$ cat src/rtl/qupls_group_queue_pkg.sv
// Shared types for the group queue: one pipeline slot and its decode bus.
// Constants give the canonical NOP slot emitted while the queue is empty.
package qupls_group_queue_pkg;

    localparam logic [31:0] RSTPC  = 32'hFFFC_0100;
    localparam logic [31:0] OP_NOP = 32'h0000_00FF;

    typedef enum logic [7:0] {
        FLT_NONE  = 8'h00,
        FLT_UNIMP = 8'h37
    } cause_t;

    typedef struct packed {
        logic       nop;
        logic       alu;
        logic       Rtz;
        logic [5:0] Rd;
        logic [5:0] Rs1;
        logic [5:0] Rs2;
    } decbus_t;

    typedef struct packed {
        logic        v;
        logic [31:0] pc;
        logic [31:0] ins;
        logic [3:0]  len;
        logic [11:0] mcip;
        cause_t      exc;
        decbus_t     decbus;
    } pipeline_reg_t;

endpackage

$ cat src/rtl/qupls_group_queue.sv
// FIFO of 4-wide instruction groups between branch spacing and rename.
// Define QUPLS_GQ_STATS_EN to build the drop/full statistics counters.
module qupls_group_queue
    import qupls_group_queue_pkg::*;
#(
    parameter int DEPTH = 8,
    parameter int AFULL = 2
) (
    input  logic                      clk,
    input  logic                      rst,
    input  logic                      flush,
    input  logic                      wr,
    input  pipeline_reg_t [3:0]       ins_i,
    output logic                      full,
    output logic                      stall,
    input  logic                      rd,
    output pipeline_reg_t [3:0]       ins_o,
    output logic                      ins_v,
    output logic [$clog2(DEPTH):0]    count,
    output logic [31:0]               drop_cnt,
    output logic [31:0]               full_cnt
);

    localparam int AW = $clog2(DEPTH);
    localparam int CW = AW + 1;

    pipeline_reg_t [3:0] r_mem [DEPTH];
    logic [AW-1:0]       r_wr_ptr;
    logic [AW-1:0]       r_rd_ptr;
    logic [CW-1:0]       r_count;

    logic                w_full;
    logic                w_empty;
    logic                w_pad;
    logic                w_acc;
    logic                w_we;
    logic                w_re;
    logic [CW-1:0]       w_free;
    pipeline_reg_t       w_nop_slot;
    pipeline_reg_t [3:0] w_nop_grp;

    assign w_full  = (r_count == CW'(DEPTH));
    assign w_empty = (r_count == '0);
    assign w_free  = CW'(DEPTH) - r_count;

    assign w_pad = ins_i[0].decbus.nop & ins_i[1].decbus.nop
                 & ins_i[2].decbus.nop & ins_i[3].decbus.nop;

    assign w_acc = wr & ~w_full & ~flush;
    assign w_we  = w_acc & ~w_pad;
    assign w_re  = rd & ~w_empty & ~flush;

    always_comb begin
        w_nop_slot            = '0;
        w_nop_slot.v          = 1'b1;
        w_nop_slot.pc         = RSTPC;
        w_nop_slot.ins        = OP_NOP;
        w_nop_slot.len        = 4'd8;
        w_nop_slot.mcip       = 12'h1A0;
        w_nop_slot.exc        = FLT_NONE;
        w_nop_slot.decbus.nop = 1'b1;
        w_nop_slot.decbus.alu = 1'b1;
        w_nop_slot.decbus.Rtz = 1'b1;
    end

    assign w_nop_grp = {4{w_nop_slot}};

    // Entry storage needs no reset: ins_v masks stale contents.
    always_ff @(posedge clk) begin
        if (w_we && !rst)
            r_mem[r_wr_ptr] <= ins_i;
    end

    always_ff @(posedge clk) begin
        if (rst || flush) begin
            r_wr_ptr <= '0;
            r_rd_ptr <= '0;
            r_count  <= '0;
        end else begin
            if (w_we)
                r_wr_ptr <= r_wr_ptr + 1'b1;
            if (w_re)
                r_rd_ptr <= r_rd_ptr + 1'b1;
            unique case ({w_we, w_re})
                2'b10:   r_count <= r_count + 1'b1;
                2'b01:   r_count <= r_count - 1'b1;
                default: r_count <= r_count;
            endcase
        end
    end

    assign full  = w_full;
    assign stall = (w_free <= CW'(AFULL));
    assign ins_v = ~w_empty;
    assign count = r_count;
    assign ins_o = ins_v ? r_mem[r_rd_ptr] : w_nop_grp;

`ifdef QUPLS_GQ_STATS_EN
    logic [31:0] r_drop_cnt;
    logic [31:0] r_full_cnt;

    // Both counters saturate rather than wrap; flush leaves them intact.
    always_ff @(posedge clk) begin
        if (rst) begin
            r_drop_cnt <= '0;
            r_full_cnt <= '0;
        end else begin
            if (w_acc && w_pad && r_drop_cnt != 32'hFFFF_FFFF)
                r_drop_cnt <= r_drop_cnt + 32'd1;
            if (wr && w_full && r_full_cnt != 32'hFFFF_FFFF)
                r_full_cnt <= r_full_cnt + 32'd1;
        end
    end

    assign drop_cnt = r_drop_cnt;
    assign full_cnt = r_full_cnt;
`else
    assign drop_cnt = '0;
    assign full_cnt = '0;
`endif

endmodule

$ cat config.mk
export PLATFORM = sky130hd
export DESIGN_NAME = qupls_group_queue
export DESIGN_NICKNAME = d
export VERILOG_FILES = /design/src/rtl/qupls_group_queue_pkg.sv /design/src/rtl/qupls_group_queue.sv
export SDC_FILE = /design/constraint.sdc
export NUM_CORES = 2
export LEC_CHECK = 0
export ABC_AREA = 1
export BUFFER_PORTS_ARGS = -buffer_cell sky130_fd_sc_hd__buf_2
export CAP_MARGIN = 5
export CORE_MARGIN = 8
export CORE_UTILIZATION = 30
export CTS_BUF_LIST = sky130_fd_sc_hd__clkbuf_4 sky130_fd_sc_hd__clkbuf_8
export CTS_CLUSTER_SIZE = 25
export DETAILED_ROUTE_END_ITERATION = 12
export PLACE_DENSITY_LB_ADDON = 0.1
export SYNTH_ARGS = -nofsm -noshare
export SYNTH_HDL_FRONTEND = slang
export SYNTH_SLANG_ARGS = --single-unit
$ cat constraint.sdc
create_clock -name clk -period 76.8 [get_ports clk]
set_clock_uncertainty 0.15 [all_clocks]
set_input_delay 7.68 -clock clk [delete_from_list [all_inputs] [get_ports clk]]
set_output_delay 7.68 -clock clk [all_outputs]
set_load 0.1 [all_outputs]
==> key figures <==
Run status
  • Status: finished, final reports clean

Clock tree
  • CTS tree: done
  • Setup bufs post-CTS: 0
  • Hold-fix buffers at CTS: 0
  • CTS clock-pin slew for the worst setup and hold paths: approximately 0.050 ns
  • Clock sink count: ~3500
  • Number of CTS-inserted buffers: about 640
  • Htree depth: 6
  • Clock buffer depth: 4
  • Worst-Skew Late Latency: 1.20 ns
  • CTS root buf: clkbuf_8
  • Post_cts resized: 0

Setup path
  • CP Data Required Time: 68.97 ns
  • Critical Path Source Type: register
  • R2r worst-path depth: 12
  • Reg-to-reg endpoint: r_mem[1][117]
  • FF-to-FF Start: count[0]
  • Crit path DAT: 8.32 ns
  • Crit Path Category: reg2out
  • R2r setup slk: about 70 ns
  • Setup crit end kind: output pin
  • Crit-path max FO: roughly 230

Placement
  • Number of port buffers: slightly below 900
  • RePlAce Congestion: approximately 0.76
  • Detail Placement HPWL: 250000 um
  • Placed Cells: between 15000 and 20000

Cells and area
  • Fin util: 0.348
  • Share of cells above drive strength 1: 0.149
  • Layout Cells excl Fill: 20039
  • Layout Nets: roughly 14000
  • Synth-to-Final Area Change: 15.6%

Floorplan
  • I/O pins: approximately 960
  • Die height: just over 700 um
  • Die area: ~500000 um2
  • Core area: around 470000 um2
  • Row count: 253
  • Initial core utilization: 0.301
  • Die X: about 710 um

Timing
  • Tcrit/Tclk final: 0.210
  • RSZ-0062 raised after global routing: no
  • Final Setup Violations: 0
  • Worst slew pin tran: between 1 and 1.5 ns
  • Fin crit period: 16.15 ns
  • Max Clk Rate: slightly above 60 MHz
  • Setup TNS Final: 0 ns
  • Normalized max-slew margin: 0.182
  • Max-slew violations: 0
  • Final hold vios: 0

Route
  • Via count: 94132
  • Initial DRC Count: between 6000 and 7000
  • Drt total wl: 463000 um
  • DR vias/cell: about 4.7
  • DR DRC count: 0
  • Post-route ant nets: 0
  • Routed len/inst: 23.1 um
  • DRT Pass-1 Iters: 5

Min path
  • Cell depth of the worst min-delay path: 2
  • Hold WC Path Type: reg2reg
  • HP Start: r_rd_ptr[2]

Global routing
  • First-pass GRT wire length: 659000 um
  • GRT overflow: 0
  • Largest net degree at the start of global routing: 233
  • All-Layer GR Usage: 0.177
  • Vias in the first global route: between 90000 and 100k
  • Initial antenna violation count: ~250

Power and ir drop
  • PD cells: roughly 26 nW/um2
  • Peak VDD IR: between 0.000015 and 0.00002 V
  • P_leak: between 0.05 and 0.06 uW

Logic synthesis
  • Synth cell types: 23
  • Post-synthesis sequential area ratio: 0.742
  • Avg Inst Size Synth: ~12 um2
  • YS warnings: 0
  • Synth Instances: about 12000
  • Post-synthesis cell area: between 100000 and 150000 um2
  • Seq cells post-synth: between 3000 and 4000

Job
  • Number of max-cap violations: 0
==> cells in the mapped netlist <==
cell type	count	share of area
clkinv_1	1	0.000026
buf_4	143	0.0075
ha_1	7	0.00061
inv_2	2	0.000053
dfxtp_1	13	0.0018
a21oi_1	10	0.00035
o21ai_0	678	0.024
nor3_1	5	0.00018
conb_1	1	0.000026
edfxtp_1	3520	0.74
nor2_1	2225	0.058
nand2_1	3229	0.085
inv_1	339	0.0089
buf_6	48	0.0038
xnor2_1	1	0.000061
fa_1	1	0.00014
buf_2	257	0.0090
clkbuf_1	316	0.0083
o21ai_1	276	0.0097
buf_1	32	0.00084
nand4_1	1	0.000044
xor2_1	3	0.00018
nand3_1	1193	0.042
==> kinds of logic (layout without fill, tap and decap cells) <==
| logic type | after synthesis | count (layout) | synth area share |
|---|---|---|---|
| and+or+nand+nor | 6653 | 6653 | 0.185 |
| DFF | 3533 | 3533 | 0.742 |
| buffers and inverters | 1138 | 2510 | 0.0384 |
| AOI/OAI and AO/OA | 964 | 964 | 0.0338 |
| adders and majority gates | 8 | 8 | 0.000753 |
| xor gates and xnor gates | 4 | 4 | 0.000245 |
| other | 1 | 120 | 0.0000262 |
==> cells in the final DEF (no fill, tap or decap), drive strengths merged <==
cell type  count
nor2        2225
nand2       3229
clkbuf       882
nand3       1193
nor3           5
buf         1056
inv          385
edfxtp      3520
clkinv       177
fa             1
diode         56
ha             7
xnor2          1
nand4          1
xor2           3
clkinvlp       6
o21ai        954
dfxtp         13
conb          64
a21oi         10
bufinv         4
==> through the flow <==
stage               setup WS, ns  instance area, um2  power, uW  hold slack (ns)
floorplan                  37.05              143000       2490            0.316
global placement           61.95              153000       2610            0.338
detailed placement         61.83              153000       2610            0.330
CTS                        60.43              165000       4380            0.346
global route               59.82              165000       4470            0.371
finish                     60.65              165000       4300            0.343
==> state kept, by name, indices dropped and copies added (netlist names), named ones only <==
name / count
r_wr_ptr: 3
count: 4
r_rd_ptr: 3
r_mem: 3520
==> worst max-delay path: stages, from the launching register on <==
cell and delay [ns]:
dfxtp_4 0.65, buf_4 0.81, buf_4 0.73, buf_4 0.68, buf_12 0.73, buf_4 0.77, buf_4 0.83, o21ai_0 0.22
o21ai_1 0.18, nor2_1 0.06, nor2_1 0.27, buf_2 0.50
==> metal layers <==
layer | global-route usage | part of all wire | vias to the layer above
li1 | - | - | 43972
met1 | 0.227 | 0.43 | 46368
met2 | 0.288 | 0.46 | 2629
met3 | 0.0482 | 0.070 | 1021
met4 | 0.0620 | 0.034 | 142
met5 | 0 | 0.0020 | -
==> cell type report <==
type                            instances  area, um2
Antenna cell                           56        140
Clock buffer                          882      10700
Clock inverter                        230       1600
Fill cell                           46869     309000
Inverter                              342       1310
Multi-Input combinational cell       7693      31700
Sequential cell                      3533     106000
Tap cell                             6247       7820
Timing Repair Buffer                 1056       5950
==> worst max-delay path by stage <==
stage                        start           to  slack (ns)  cells past startpoint
after CTS                 register   ins_o[351]       60.43                     13
after detailed placement  register   ins_o[351]       61.83                     13
after floorplan                 wr  r_mem[4][0]       37.05                      6
after global routing      register   ins_o[351]       59.82                     13
final                     register    ins_o[78]       60.65                     11
after global placement    register   ins_o[351]       61.95                     13
==> power by group <==
part | internal [uW] | switching, uW | total, uW
clock network | 920 | 813 | 1730
logic | 64.0 | 370 | 434
registers | 2130 | 2.79 | 2140
Note: power is estimated with default switching activity, not from simulation.
